==> src/rtl/lsu_arb_pkg.sv <==
// Shared types for the two-port LSU arbiter: FSM state, LSU size codes,
// registered command, and the alignment rule.
package lsu_arb_pkg;

  typedef enum logic [1:0] {
    IDLE   = 2'd0,
    ACCESS = 2'd1,
    RESP   = 2'd2
  } arb_state_e;

  localparam logic [2:0] SZ_B  = 3'b000;
  localparam logic [2:0] SZ_H  = 3'b001;
  localparam logic [2:0] SZ_W  = 3'b010;
  localparam logic [2:0] SZ_BU = 3'b100;
  localparam logic [2:0] SZ_HU = 3'b101;

  typedef struct packed {
    logic        owner;
    logic        we;
    logic        err;
    logic [31:0] addr;
    logic [31:0] wdata;
    logic [2:0]  size;
  } arb_cmd_t;

  // Unsigned variants share the low two size bits with their signed forms.
  function automatic logic misaligned(input logic [2:0] size, input logic [31:0] addr);
    return ((size[1:0] == SZ_H[1:0]) && addr[0]) ||
           ((size[1:0] == SZ_W[1:0]) && (addr[1:0] != 2'b00));
  endfunction

endpackage

==> src/rtl/lsu_arb_pick.sv <==
// Winner selection: lock mask, then round-robin (LSU_ARB_RR_EN defined) or
// fixed priority with requester 0 ahead of requester 1.
module lsu_arb_pick
  import lsu_arb_pkg::*;
(
  input  logic [1:0] valid_i,
  input  logic       locked_i,
  input  logic       owner_i,
`ifdef LSU_ARB_RR_EN
  input  logic       rr_ptr_i,
`endif
  output logic [1:0] gnt_o
);

  logic [1:0] cand;

  always_comb begin
    cand = valid_i;
    if (locked_i) cand = valid_i & (owner_i ? 2'b10 : 2'b01);
    gnt_o = cand;
    if (cand == 2'b11) begin
`ifdef LSU_ARB_RR_EN
      gnt_o = rr_ptr_i ? 2'b10 : 2'b01;
`else
      gnt_o = 2'b01;
`endif
    end
  end

endmodule

==> src/rtl/lsu_arbiter.sv <==
// Two-requester LSU arbiter: IDLE/ACCESS/RESP sequencer with grant lock and
// lock timeout. Define LSU_ARB_RR_EN for round-robin, else fixed priority.
module lsu_arbiter
  import lsu_arb_pkg::*;
#(
  parameter int LOCK_MAX = 16
) (
  input  logic        clk_i,
  input  logic        rst_ni,
  input  logic        req0_valid_i,
  input  logic        req0_we_i,
  input  logic [31:0] req0_addr_i,
  input  logic [31:0] req0_wdata_i,
  input  logic [2:0]  req0_size_i,
  input  logic        req0_lock_i,
  input  logic        req1_valid_i,
  input  logic        req1_we_i,
  input  logic [31:0] req1_addr_i,
  input  logic [31:0] req1_wdata_i,
  input  logic [2:0]  req1_size_i,
  input  logic        req1_lock_i,
  output logic        req0_ready_o,
  output logic        rsp0_valid_o,
  output logic [31:0] rsp0_rdata_o,
  output logic        rsp0_err_o,
  output logic        req1_ready_o,
  output logic        rsp1_valid_o,
  output logic [31:0] rsp1_rdata_o,
  output logic        rsp1_err_o,
  output logic [31:0] lsu_addr_o,
  output logic        lsu_st_en_o,
  output logic [31:0] lsu_st_data_o,
  output logic [2:0]  lsu_sel_mod_o,
  input  logic [31:0] lsu_ld_data_i,
  output logic        lock_timeout_o
);

  localparam int CNT_W = (LOCK_MAX < 2) ? 1 : $clog2(LOCK_MAX);

  arb_state_e       state_q;
  arb_cmd_t         cmd_q;
  logic             locked_q, owner_q, timeout_q, err_q;
  logic [CNT_W-1:0] cnt_q;
  logic [1:0]       rsp_vld_q;
  logic [31:0]      rdata_q;

  logic [1:0]  valid, gnt, ready;
  logic        acc_any, win, own_valid, idle_wait, in_access;
  logic        sel_we, sel_lock;
  logic [31:0] sel_addr, sel_wdata;
  logic [2:0]  sel_size;

`ifdef LSU_ARB_RR_EN
  logic rr_q;
`endif

  assign valid = {req1_valid_i, req0_valid_i};

  lsu_arb_pick u_pick (
    .valid_i  (valid),
    .locked_i (locked_q),
    .owner_i  (owner_q),
`ifdef LSU_ARB_RR_EN
    .rr_ptr_i (rr_q),
`endif
    .gnt_o    (gnt)
  );

  // Grants are only offered outside ACCESS and never while reset is held.
  assign in_access = (state_q == ACCESS);
  assign ready     = gnt & {2{rst_ni && !in_access}};
  assign acc_any   = |ready;
  assign win       = ready[1];

  assign sel_we    = win ? req1_we_i    : req0_we_i;
  assign sel_lock  = win ? req1_lock_i  : req0_lock_i;
  assign sel_addr  = win ? req1_addr_i  : req0_addr_i;
  assign sel_wdata = win ? req1_wdata_i : req0_wdata_i;
  assign sel_size  = win ? req1_size_i  : req0_size_i;

  assign own_valid = owner_q ? req1_valid_i : req0_valid_i;
  assign idle_wait = (state_q == IDLE) && locked_q && !own_valid;

  always_ff @(posedge clk_i or negedge rst_ni) begin
    if (!rst_ni) begin
      state_q   <= IDLE;
      locked_q  <= 1'b0;
      owner_q   <= 1'b0;
      cnt_q     <= '0;
      timeout_q <= 1'b0;
      rsp_vld_q <= '0;
`ifdef LSU_ARB_RR_EN
      rr_q      <= 1'b0;
`endif
    end else begin
      timeout_q <= 1'b0;
      rsp_vld_q <= '0;
      if (in_access) begin
        state_q <= RESP;
        rsp_vld_q[cmd_q.owner] <= 1'b1;
      end else begin
        state_q <= acc_any ? ACCESS : IDLE;
      end
      if (acc_any) begin
        cnt_q <= '0;
        if (sel_lock) begin
          locked_q <= 1'b1;
          owner_q  <= win;
        end else begin
          locked_q <= 1'b0;
        end
`ifdef LSU_ARB_RR_EN
        rr_q <= ~win;
`endif
      end else if (idle_wait) begin
        if (cnt_q == CNT_W'(LOCK_MAX - 1)) begin
          locked_q  <= 1'b0;
          cnt_q     <= '0;
          timeout_q <= 1'b1;
        end else begin
          cnt_q <= cnt_q + 1'b1;
        end
      end
    end
  end

  // Datapath registers carry no reset; every consumer is qualified by state.
  always_ff @(posedge clk_i) begin
    if (acc_any) begin
      cmd_q.owner <= win;
      cmd_q.we    <= sel_we;
      cmd_q.err   <= misaligned(sel_size, sel_addr);
      cmd_q.addr  <= sel_addr;
      cmd_q.wdata <= sel_wdata;
      cmd_q.size  <= sel_size;
    end
    if (in_access) begin
      rdata_q <= (cmd_q.we || cmd_q.err) ? '0 : lsu_ld_data_i;
      err_q   <= cmd_q.err;
    end
  end

  assign lsu_addr_o    = in_access ? cmd_q.addr  : '0;
  assign lsu_st_data_o = in_access ? cmd_q.wdata : '0;
  assign lsu_sel_mod_o = in_access ? cmd_q.size  : '0;
  assign lsu_st_en_o   = in_access && cmd_q.we && !cmd_q.err;

  assign req0_ready_o   = ready[0];
  assign req1_ready_o   = ready[1];
  assign rsp0_valid_o   = rsp_vld_q[0];
  assign rsp1_valid_o   = rsp_vld_q[1];
  assign rsp0_rdata_o   = rsp_vld_q[0] ? rdata_q : '0;
  assign rsp1_rdata_o   = rsp_vld_q[1] ? rdata_q : '0;
  assign rsp0_err_o     = rsp_vld_q[0] && err_q;
  assign rsp1_err_o     = rsp_vld_q[1] && err_q;
  assign lock_timeout_o = timeout_q;

endmodule

==> config.mk <==
export PLATFORM = sky130hd
export DESIGN_NAME = lsu_arbiter
export DESIGN_NICKNAME = d
export VERILOG_FILES = /design/src/rtl/lsu_arb_pkg.sv /design/src/rtl/lsu_arb_pick.sv /design/src/rtl/lsu_arbiter.sv
export SDC_FILE = /design/constraint.sdc
export NUM_CORES = 1
export LEC_CHECK = 0
export ABC_AREA = 1
export CAP_MARGIN = 15
export CORE_UTILIZATION = 40
export DETAILED_ROUTE_END_ITERATION = 8
export PLACE_DENSITY_LB_ADDON = 0.15
export SETUP_SLACK_MARGIN = 0.2
export SLEW_MARGIN = 20
export SYNTH_ARGS = -nofsm -noshare
export SYNTH_HDL_FRONTEND = slang
export SYNTH_SLANG_ARGS = --single-unit
==> constraint.sdc <==
create_clock -name clk_i -period 4.2 [get_ports clk_i]
set_input_delay 0.84 -clock clk_i [delete_from_list [all_inputs] [get_ports clk_i]]
set_output_delay 0.84 -clock clk_i [all_outputs]
set_load 0.005 [all_outputs]
After elaboration in Yosys (flattened, before gate mapping)
Index checks and enable logic that the tools add are counted.
{"block": "word_totals", "ff_bits": 114, "input_bits": 174, "output_inout_bits": 139}
{"block": "classes", "addsub": 1, "magnitude_cmp": 2, "eq_ne": 5, "mux": 29, "n_bitwise": 2, "reduce_logical": 22}
{"cell": "$mux 32", "count": 6}
{"cell": "$mux 1", "count": 12}
{"cell": "$mux 4", "count": 3}
{"cell": "$logic_and 1x1->1", "count": 10}
{"cell": "$mux 2", "count": 5}
{"cell": "$mux 3", "count": 2}
{"cell": "$reduce_bool 2->1", "count": 3}
{"cell": "$add 4x1->4 const B", "count": 1}
{"cell": "$and 2x2->2", "count": 2}
{"cell": "$eq 2x1->1 const B", "count": 2}
{"cell": "$eq 2x2->1 const B", "count": 2}
{"cell": "$eq 4x4->1 const B", "count": 1}
{"cell": "$reduce_and 2->1", "count": 2}
{"cell": "$logic_not 1->1", "count": 3}
{"cell": "$logic_not 2->1", "count": 1}
{"cell": "$logic_or 1x1->1", "count": 2}
{"cell": "$lt 1x2->1 const B", "count": 1}
{"cell": "$reduce_or 2->1", "count": 1}
{"cell": "$demux 1 s1", "count": 1}
{"cell": "$ge 1x1->1 const B", "count": 1}

Logic depth before layout (Yosys ltp)
{"block": "logic_depth", "word_depth": 10, "depth_mapped": 9, "mapped_depth_nobuf": 9}

By module
From an unflattened synthesis, not the netlist that was laid out.
{"block": "hier_totals", "cells_unflattened": 760, "area_unflattened_um2": 5929.4}
{"mod": "lsu_arbiter", "n_inst": 1, "cells_per_inst": 753, "area_each_um2": 5896.9}
{"mod": "lsu_arb_pick", "n_inst": 1, "cells_per_inst": 7, "area_each_um2": 32.5}

Least setup slack after synthesis
Ideal clock, no wire load.
{"block": "synth_timing", "kind": "input-to-reg", "from": "input rst_ni", "to": "register cmd_q[0] (netlist bit) (enable)", "setup_ns": 0.430, "arrival_ns": 2.948, "t_required_ns": 3.770, "setup_slack_ns": 0.821, "cell_stages": 6, "cell_sequence": "inv_1 a21oi_1 nand3_2 buf_6 buf_6 nand2_1"}
{"block": "synth_via", "elab_chain_len": 3}
{"element": "start, declared", "line": "lsu_arbiter.sv:9", "rtl": "input logic rst_ni,"}
{"element": "$logic_and 1x1->1", "line": "lsu_arbiter.sv:71", "rtl": "assign ready = gnt & {2{rst_ni && !in_access}};"}
{"element": "$and 2x2->2", "line": "lsu_arbiter.sv:71"}
{"element": "$reduce_or 2->1", "line": "lsu_arbiter.sv:72", "rtl": "assign acc_any = |ready;"}
{"element": "end, declared", "line": "lsu_arbiter.sv:41", "rtl": "arb_cmd_t cmd_q;"}
Every way passes these cells.
A chain may end at the register's enable or synchronous reset.

Worst setup path in the final report
{"block": "layout_timing", "from": "register state_q[1]", "to": "output lsu_st_en_o"}
{"block": "layout_via", "elab_chain_len": 3}
{"element": "start, declared", "line": "lsu_arbiter.sv:40", "rtl": "arb_state_e state_q;"}
{"element": "start signal, assigned", "line": "lsu_arbiter.sv:102", "rtl": "state_q <= acc_any ? ACCESS : IDLE;"}
{"element": "$eq 2x1->1", "line": "lsu_arbiter.sv:70", "rtl": "assign in_access = (state_q == ACCESS);"}
{"element": "net in_access", "line": "lsu_arbiter.sv:48", "rtl": "logic acc_any, win, own_valid, idle_wait, in_access;"}
{"element": "$logic_and 1x1->1 (2 in series)", "line": "lsu_arbiter.sv:146", "rtl": "assign lsu_st_en_o = in_access && cmd_q.we && !cmd_q.err;"}
{"element": "end, declared", "line": "lsu_arbiter.sv:31", "rtl": "output logic lsu_st_en_o,"}
The timed path passes the listed nets, and every way through them passes these cells.

==> metrics.txt <==
drt first pass iters 4; clock transition at the registers of the reported paths about 0.050 ns; root buffer cell clkbuf_16; EDFF count, synth slightly above 100; GRT Resource Usage Total between 20% and 30%; 1st-iter DRT viols 288; Max Slew Vio Count 0; clock sink total about 110; critical path type flip-flop to output pin; global placement routability congestion approximately 0.76; count of cell types in the netlist 26; required time of the critical path about 3.4 ns; Worst Tran Pin Value 1.02 ns; Hold Crit Class flip-flop to flip-flop; GRT overflow 0; vias in the first global route a little under 5000; first-pass GRT wire length approximately 24000 microns; Max FO, Critical Path 38; #FFs+latches synth 114; PwrDens 431 nW/um^2; FMAX a little over 300 MHz; Lkg Pwr between 4 and 5 nW; MaxCap Viol Count 0; status completed; port bufs ~310; ys flop type edfxtp_1; arrival time worst endpoint 2.44 ns; Via density around 4.3; RSZ-0062 raised after global routing false; largest net degree at the start of global routing 72; Worst IR Drop VDD ~230 uV; Post-Syn Area ~6000 sq um; Initial Utilization between 40% and 50%; routed vias 5400; Routed Antenna Nets 0; CTS Buf Count 17; layout cells sized above 1 around 3.8%; worst rel slew slack a little under a third; hpwl dp about 12000 microns; drt wl/cell about 13 microns; Yosys top cell by area edfxtp_1; # DRC 0; top post-synthesis cells by area edfxtp_1, nand2_1, inv_1; post-synth top area share just over 50%; DP Area 9150 sq um; # resized after CTS 0; async set-reset flop share out of synthesis under 10%; Die Ht about 120 microns; row count between 40 and 50; cells after synthesis 755; final instance area just under 10000 sq um; post-layout net count around 1200; initial antenna violation count 0; Routed Wire Length about 16000 microns; Synthesized Nets between 900 and 1000; sequential share of the synthesized area between 50% and 60%; Post-CTS Hold Fix Bufs 0; Cells on Worst Hold Path 1; H-tree depth 4; CTS Buffer Depth 2; postcts setup bufs 0; die width approximately 120 microns; CTS tree done; final worst path period need between 3 and 4 ns; Setup crit start kind flip-flop; Syn Area/Cell around 7.9 sq um; ANT cells 0; IO Pins 313; full die area 15400 sq um; setup TNS 0 ns; yosys warns 0; Core ar. between 10000 and 15000 sq um; Clock Skew between 0.007 and 0.008 ns; final hold vios 0; period utilization roughly four fifths; clk_lat worst skew approximately 0.4 ns; synth-to-layout area growth 63.5%; reg2reg path depth 9; critical path capture point type output pin; final setup fails 0
[cells in the final DEF (no fill, tap or decap)]
cell type,n
buf_4,6
buf_12,1
nand2_1,290
xor2_1,1
o21ai_1,2
nand3_2,2
bufinv_16,4
or2_2,1
o22ai_1,2
dfrtp_1,11
clkdlybuf4s50_1,312
nand2_2,1
clkbuf_1,1
ha_1,1
edfxtp_1,103
nand2_4,1
clkbuf_16,17
o211ai_1,1
clkinv_2,3
nor2_2,1
nor2_1,109
inv_2,1
a21oi_1,1
o21ai_0,2
nand4_1,2
nand3_1,6
inv_1,182
clkinv_1,6
clkinvlp_4,2
nor2_8,1
[critical path: stages, from the launching register on]
cell and delay [ns]:
dfrtp_1 0.39, inv_2 0.07, nand2_2 0.43, buf_12 0.38
inv_1 0.09, nand2_1 0.05, nor2_1 0.08, clkdlybuf4s50_1 0.54
[cell type report]
cell class,count,area (sq um)
Fill cell,1233,4780
Multi-Input combinational cell,424,1680
Inverter,184,691
Clock buffer,18,429
Tap cell,184,230
Timing Repair Buffer,319,3190
Clock inverter,14,169
Sequential cell,114,3370
[stage by stage]
| stage | utilization, % | std cells | power, mW | setup slack (ns) | hold WS [ns] |
|---|---|---|---|---|---|
| 5_1_grt | 67.1 | 1257 | 4.44 | 0.741 | 0.440 |
| 2_1_floorplan | - | 755 | 2.15 | 0.821 | 0.405 |
| 3_5_place_dp | 63.0 | 1225 | 2.78 | 0.961 | 0.418 |
| 6_report | 67.1 | 1257 | 4.21 | 0.922 | 0.423 |
| 3_3_place_gp | 63.0 | 1225 | 2.76 | 0.972 | 0.417 |
| 4_1_cts | 67.1 | 1257 | 4.25 | 0.879 | 0.427 |
[state kept, by name, indices dropped and copies added (netlist names), 2 cells and up]
register	flops
cnt_q	4
cmd_q	70
rsp_vld_q	2
rdata_q	32
state_q	2
[report_power, final]
part | switching, mW | internal [mW]
sequential | 0.105 | 1.52
clock | 0.492 | 0.977
combinational | 0.546 | 0.572
[synthesized netlist by cell type, types with 2 or more instances]
| library cell | number |
|---|---|
| buf_1 | 7 |
| buf_6 | 6 |
| buf_8 | 6 |
| clkbuf_1 | 13 |
| dfrtp_1 | 11 |
| edfxtp_1 | 103 |
| inv_1 | 182 |
| nand2_1 | 291 |
| nand3_1 | 6 |
| nand3_2 | 2 |
| nand4_1 | 2 |
| nor2_1 | 109 |
| o21ai_0 | 2 |
| o21ai_1 | 2 |
| o22ai_1 | 2 |
[kinds of logic (layout without fill, tap and decap cells)]
kind of cell,Yosys count,count (layout),share of synthesized area (%)
AO/OA/AOI/OAI,8,8,0.755
XOR/XNOR,1,1,0.147
adder cells (fa/ha/maj),1,1,0.210
AND/OR/NAND/NOR,414,414,26.9
buffers and inverters,217,535,15.6
flip-flops,114,114,56.5
[final timing paths]
kind / end / startpoint / slack, ns
worst max-delay path: lsu_st_en_o / state_q[1]$_DFF_PN0_ / 0.92
worst min-delay path: rsp_vld_q[0]$_DFF_PN0_ / cmd_q[69]$_DFFE_PN_ / 0.42
worst max register to register: cmd_q[67]$_DFFE_PN_ / state_q[0]$_DFF_PN0_ / 1.45
worst min register to register: rsp_vld_q[0]$_DFF_PN0_ / cmd_q[69]$_DFFE_PN_ / 0.42
max in group asynchronous: cnt_q[3]$_DFFE_PN0P_ / rst_ni / 3.28
min in group asynchronous: lock_timeout_o$_DFF_PN0_ / rst_ni / 0.74
[layer usage]
metal / vias up / GRT usage [%] / share of wire [%] / wire [microns]
met3: 20 / 9.29 / 10 / 1660
met5: - / 0 / 0 / 0
met4: 0 / 7.89 / 2.0 / 332
met2: 219 / 37.5 / 51 / 8310
met1: 2357 / 21.6 / 36 / 5890
li1: 2804 / - / - / -
Note: power is estimated with default switching activity, not from simulation.
